$ cat src/rtl/id_ex_pipeline_register_pkg.sv
// Shared MIPS pipeline definitions: default widths, control-word bit positions and ALUOp codes.
package id_ex_pipeline_register_pkg;

    localparam int unsigned DEF_DATA_WIDTH = 32;
    localparam int unsigned DEF_REG_W      = 5;
    localparam int unsigned DEF_CTRL_W     = 11;
    localparam int unsigned DEF_CNT_W      = 16;

    // Control word layout: {RegDst,ALUSrc,MemtoReg,RegWrite,MemRead,MemWrite,BranchNE,BranchEQ,ALUOp[2:0]}
    localparam int unsigned CTRL_REGDST    = 10;
    localparam int unsigned CTRL_ALUSRC    = 9;
    localparam int unsigned CTRL_MEMTOREG  = 8;
    localparam int unsigned CTRL_REGWRITE  = 7;
    localparam int unsigned CTRL_MEMREAD   = 6;
    localparam int unsigned CTRL_MEMWRITE  = 5;
    localparam int unsigned CTRL_BRANCHNE  = 4;
    localparam int unsigned CTRL_BRANCHEQ  = 3;
    localparam int unsigned CTRL_ALUOP_MSB = 2;
    localparam int unsigned CTRL_ALUOP_LSB = 0;

    typedef enum logic [2:0] {
        ALUOP_ADD  = 3'b000,
        ALUOP_ADDI = 3'b001,
        ALUOP_ANDI = 3'b010,
        ALUOP_ORI  = 3'b011,
        ALUOP_LUI  = 3'b100,
        ALUOP_R    = 3'b111
    } aluOp_e;

endpackage

$ cat src/rtl/id_ex_pipeline_register_load_use_hazard_unit.sv
// Load-use hazard detection: EX holds a load whose target is read by the instruction in ID.
module load_use_hazard_unit #(
    parameter int unsigned REG_W = 5
) (
    input  logic             exValid,
    input  logic             exMemRead,
    input  logic [REG_W-1:0] exRt,
    input  logic             idValid,
    input  logic [REG_W-1:0] idRs,
    input  logic [REG_W-1:0] idRt,
    input  logic             idUsesRt,
    output logic             hazard
);

    logic rsMatch;
    logic rtMatch;

    assign rsMatch = (exRt == idRs);
    assign rtMatch = idUsesRt & (exRt == idRt);

    // $0 is hardwired to zero, so a load into it never produces a dependency
    assign hazard = exValid & exMemRead & idValid & (exRt != '0) & (rsMatch | rtMatch);

endmodule

$ cat src/rtl/id_ex_pipeline_register.sv
// ID/EX stage register: captures decode outputs for EX, inserts a bubble on load-use or flush,
// and counts hazard-stall cycles in a saturating counter.
module id_ex_pipeline_register
    import id_ex_pipeline_register_pkg::*;
#(
    parameter int unsigned DATA_WIDTH = DEF_DATA_WIDTH,
    parameter int unsigned REG_W      = DEF_REG_W,
    parameter int unsigned CTRL_W     = DEF_CTRL_W,
    parameter int unsigned CNT_W      = DEF_CNT_W
) (
    input  logic                  clk,
    input  logic                  reset,
    input  logic                  id_valid_i,
    input  logic [CTRL_W-1:0]     id_ctrl_i,
    input  logic [REG_W-1:0]      id_rs_i,
    input  logic [REG_W-1:0]      id_rt_i,
    input  logic [REG_W-1:0]      id_rd_i,
    input  logic                  id_uses_rt_i,
    input  logic [DATA_WIDTH-1:0] id_rdata1_i,
    input  logic [DATA_WIDTH-1:0] id_rdata2_i,
    input  logic [DATA_WIDTH-1:0] id_imm_i,
    input  logic [DATA_WIDTH-1:0] id_pc4_i,
    input  logic                  flush_i,
    output logic                  ex_valid_o,
    output logic [CTRL_W-1:0]     ex_ctrl_o,
    output logic [DATA_WIDTH-1:0] ex_rdata1_o,
    output logic [DATA_WIDTH-1:0] ex_rdata2_o,
    output logic [DATA_WIDTH-1:0] ex_imm_o,
    output logic [DATA_WIDTH-1:0] ex_pc4_o,
    output logic [REG_W-1:0]      ex_rs_o,
    output logic [REG_W-1:0]      ex_rt_o,
    output logic [REG_W-1:0]      ex_dst_o,
    output logic                  hazard_stall_o,
    output logic [CNT_W-1:0]      stall_cnt_o
);

    localparam logic [CNT_W-1:0] CntMax = '1;

    logic hazard;
    logic bubble;

    load_use_hazard_unit #(
        .REG_W(REG_W)
    ) uHazard (
        .exValid  (ex_valid_o),
        .exMemRead(ex_ctrl_o[CTRL_MEMREAD]),
        .exRt     (ex_rt_o),
        .idValid  (id_valid_i),
        .idRs     (id_rs_i),
        .idRt     (id_rt_i),
        .idUsesRt (id_uses_rt_i),
        .hazard   (hazard)
    );

    // A flush squashes the dependent instruction, so no stall is needed
    assign hazard_stall_o = hazard & ~flush_i;
    assign bubble         = flush_i | hazard;

    // Data fields are captured every cycle; only valid/ctrl decide whether EX acts on them
    always_ff @(posedge clk or negedge reset) begin
        if (!reset) begin
            ex_valid_o  <= 1'b0;
            ex_ctrl_o   <= '0;
            ex_rdata1_o <= '0;
            ex_rdata2_o <= '0;
            ex_imm_o    <= '0;
            ex_pc4_o    <= '0;
            ex_rs_o     <= '0;
            ex_rt_o     <= '0;
            ex_dst_o    <= '0;
            stall_cnt_o <= '0;
        end else begin
            ex_rdata1_o <= id_rdata1_i;
            ex_rdata2_o <= id_rdata2_i;
            ex_imm_o    <= id_imm_i;
            ex_pc4_o    <= id_pc4_i;
            ex_rs_o     <= id_rs_i;
            ex_rt_o     <= id_rt_i;
            ex_dst_o    <= id_ctrl_i[CTRL_REGDST] ? id_rd_i : id_rt_i;
            if (bubble) begin
                ex_valid_o <= 1'b0;
                ex_ctrl_o  <= '0;
            end else begin
                ex_valid_o <= id_valid_i;
                ex_ctrl_o  <= id_valid_i ? id_ctrl_i : '0;
            end
            if (hazard_stall_o && (stall_cnt_o != CntMax)) begin
                stall_cnt_o <= stall_cnt_o + CNT_W'(1);
            end
        end
    end

endmodule

$ cat config.mk
export PLATFORM = sky130hd
export DESIGN_NAME = id_ex_pipeline_register
export DESIGN_NICKNAME = d
export VERILOG_FILES = /design/src/rtl/id_ex_pipeline_register_pkg.sv /design/src/rtl/id_ex_pipeline_register_load_use_hazard_unit.sv /design/src/rtl/id_ex_pipeline_register.sv
export SDC_FILE = /design/constraint.sdc
export NUM_CORES = 1
export LEC_CHECK = 0
export BUFFER_PORTS_ARGS = -buffer_cell sky130_fd_sc_hd__buf_2
export CAP_MARGIN = 0
export CORE_AREA = 4 4 125 127
export DETAILED_ROUTE_END_ITERATION = 8
export DIE_AREA = 0 0 129 131
export PLACE_DENSITY = 0.65
export SYNTH_ARGS = -nofsm -noshare
export SYNTH_HDL_FRONTEND = slang
export SYNTH_HIERARCHICAL = 1
export SYNTH_SLANG_ARGS = --single-unit
$ cat constraint.sdc
create_clock -name clk -period 3.88 [get_ports clk]
set_clock_uncertainty 0.2 [all_clocks]
set_input_delay 0.388 -clock clk [delete_from_list [all_inputs] [get_ports clk]]
set_output_delay 0.388 -clock clk [all_outputs]
set_load 0.02 [all_outputs]
==> impl_metrics.env <==
export IMPL_outcome="complete, no violations"
export IMPL_yosys_top_cells_area="dfrtp_1 86%, xor2_1 3.0%, mux2_2 1.6%, and2_1 1.4%, xnor2_1 0.88%"
export IMPL_cp_start_kind="input pin"
export IMPL_num_antenna_cells=0
export IMPL_final_setup_tns_ns=0
export IMPL_final_setup_violation_count=0
export IMPL_yosys_top_cells_count="171 x dfrtp_1, 17 x xor2_1, 11 x and2_1, 7 x mux2_2"
export IMPL_critical_path_reg2reg_endpoint="ex_ctrl_o[7]$_DFF_PN0_"
export IMPL_cts_root_buffer="clkbuf_16"
export IMPL_layout_setup_ws_ns=0.940
export IMPL_dominantRegCellSynth="dfrtp_1"
export IMPL_final_min_period_over_clock_period=0.758
export IMPL_report_power_total_w=0.00395
export IMPL_clock_insertion_delay_worst_skew_ns=0.41
export IMPL_worst_hold_startpoint="id_rd_i[3]"
export IMPL_drt_first_pass_iters=4
export IMPL_area_growth_synth_to_final_pct=80.7
export IMPL_synth_sequential_area_ratio=0.863
export IMPL_criticalPathCategory="input pin to output port"
export IMPL_max_clock_buf_depth=2
export IMPL_syn_cell_area_um2=4960
export IMPL_timing_fmax_mhz=340
export IMPL_antenna_nets_post_route=0
export IMPL_worst_slew_pin_transition_ns=1.08
export IMPL_grt_max_degree=93
export IMPL_hold_viol_final=0
export IMPL_grt_pass1_vias=4599
export IMPL_post_detailed_route_wirelength_per_cell_um=17.0
export IMPL_synth_most_common_cell="dfrtp_1"
export IMPL_cp_required_ns=3.29
export IMPL_hold_path_end="ex_dst_o[3]$_DFF_PN0_"
export IMPL_antenna_violations_before_repair=0
export IMPL_cts_made_buffers=17
export IMPL_syn_mean_instance_area_um2=18.8
export IMPL_arrival_time_of_the_worst_setup_path_ns=2.35
export IMPL_count_of_flip_flops_with_a_built_in_enable_after_synthesis=0
export IMPL_net_count_of_the_mapped_netlist=424
export IMPL_cts_sinks=171
export IMPL_die_area_um2=16900
export IMPL_hold_class="input pin to flop"
export IMPL_die_h_um=131
export IMPL_worst_setup_hold_path_clk_slew_ns=0.06
export IMPL_final_layout_size_suffix_gt1_frac=0.476
export IMPL_core_um2=14400
export IMPL_vdd_ir_drop_worst_v=0.000349
export IMPL_postSynthRegisterBits=171
export IMPL_cts_resized=0
export IMPL_yosys_area_top_type_share=0.863
export IMPL_vias_per_cell=4.25
export IMPL_r2r_cells=5
export IMPL_cts_htree_levels=4
export IMPL_tritoncts="yes"
export IMPL_slew_violations=0
export IMPL_regToRegStartpoint="ex_rt_o[0]$_DFF_PN0_"
export IMPL_globalRouteOverflowTotal=0
export IMPL_drv_cap=0
export IMPL_pwr_density_cell_nw_per_um2=441
export IMPL_synthesis_yosys_warnings=6
export IMPL_die_width_um=129
export IMPL_via_count=4093
export IMPL_post_dp_hpwl_um=10900
export IMPL_layout_min_cycle_time_ns=2.94
export IMPL_cts_hold_buffers=153
export IMPL_critPathMaxFanout=5
export IMPL_grt_setup_unrepaired="no"
export IMPL_synth_area_leader_cell="dfrtp_1"
export IMPL_remaining_drc_errors=0
export IMPL_rows=44
export IMPL_grt_first_pass_wirelength_um=24600
export IMPL_worst_slew_margin_relative_to_its_limit=0.281
export IMPL_setup_worst_path_end_class="output port"
export IMPL_worstHoldPathCells=2
export IMPL_synth_distinct_cells=28
export IMPL_num_io_pins=331
export IMPL_synthesis_instances=264
export IMPL_routabilityCongestion=0.857
export IMPL_wl_um=16300
export IMPL_drtIter0Drc=120
export IMPL_grt_use_total=0.192
export IMPL_pre_cts_ws_ns=1.19
export IMPL_finish_net_count=926
export IMPL_async_reset_ff_frac=1.00
export IMPL_floorplan_initialDensity=0.344
export IMPL_postCtsSetupBuffers=0
export IMPL_number_of_i_o_port_buffers=330
export IMPL_worst_r2r_setup_slack_ns=1.18
export IMPL_p_leak_nw=4.61
## report_power, final
part | leakage, nW | total, W | switching (W) | internal (W)
Clock | 0.267 | 0.00159 | 0.000682 | 0.000907
Sequential | 2.05 | 0.00189 | 0.0000262 | 0.00186
Combinational | 2.30 | 0.000471 | 0.000244 | 0.000227
## area by class of cell
type	count	area (µm²)
Clock inverter	12	115
Timing Repair Buffer	484	3210
Inverter	1	3.75
Fill cell	1062	5470
Clock buffer	20	447
Sequential cell	171	4280
Multi-Input combinational cell	91	669
Tap cell	184	230
## per-stage QoR
step / hold slack, ns / util / cells / cell area, µm²
after floorplan: -0.108 / - / 264 / 4960
after global placement: 0.237 / 0.476 / 778 / 6860
after detailed placement: 0.254 / 0.476 / 778 / 6860
after CTS: 0.0147 / 0.621 / 963 / 8950
after global routing: 0.0210 / 0.621 / 963 / 8950
final: 0.0452 / 0.621 / 963 / 8950
## state kept, by name, summed over array words and instances (netlist names), 5 cells and up
name,flops
ex_imm_o,32
ex_pc4_o,32
ex_rdata1_o,32
ex_rdata2_o,32
stall_cnt_o,16
ex_ctrl_o,11
ex_dst_o,5
ex_rs_o,5
ex_rt_o,5
## worst max-delay path: stages
cell           delay (ns)
dlygate4sd3_1        0.55
buf_2                0.15
xor2_1               0.14
nor4_1               0.31
nand3_1              0.11
a21oi_1              0.27
and2b_1              0.23
buf_2                0.19
## worst max path at each step
stage	slack (ns)	cells past startpoint	to	from
6_report	0.94	8	hazard_stall_o	id_rt_i[2]
3_5_place_dp	1.19	5	ex_ctrl_o[0]$_DFF_PN0_	ex_rt_o[0]$_DFF_PN0_
5_1_grt	0.68	10	stall_cnt_o[15]$_DFFE_PN0P_	id_rt_i[2]
3_3_place_gp	1.26	9	stall_cnt_o[13]$_DFFE_PN0P_	id_rt_i[2]
4_1_cts	0.98	8	hazard_stall_o	id_rt_i[2]
2_1_floorplan	1.37	8	stall_cnt_o[13]$_DFFE_PN0P_	ex_rt_o[2]$_DFF_PN0_
## layer usage
metal | up-vias | track usage | share of wire
li1 | 1881 | - | -
met1 | 1966 | 0.210 | 0.36
met2 | 221 | 0.342 | 0.51
met3 | 25 | 0.0736 | 0.10
met4 | 0 | 0.0686 | 0.019
met5 | - | 0 | 0
## cells by family after synthesis
family          Yosys count  share of synthesized area
flops                   171                      0.863
simple gates             55                     0.0697
xor+xnor                 22                     0.0389
mux                       8                     0.0182
compound gates            5                    0.00581
buf+inv                   2                    0.00151
fa+ha+maj                 1                    0.00252
## placed cells by master (no fill, tap or decap), types with 2 or more instances in the layout
cell             n
buf_2          329
dfrtp_1        171
dlygate4sd3_1  153
xor2_1          17
clkbuf_16       17
and2_1          11
mux2_2           7
nand2_1          6
nor4_1           6
nand3_1          5
nor2_1           5
xnor2_1          5
nor3_1           4
nand4_1          4
a21oi_1          3
inv_6            3
clkinvlp_4       3
clkinv_4         3
nor3b_1          2
nand4_2          2
and3_1           2
nand2b_1         2
clkbuf_1         2
clkinv_2         2
(Power assumes the default switching activity.)
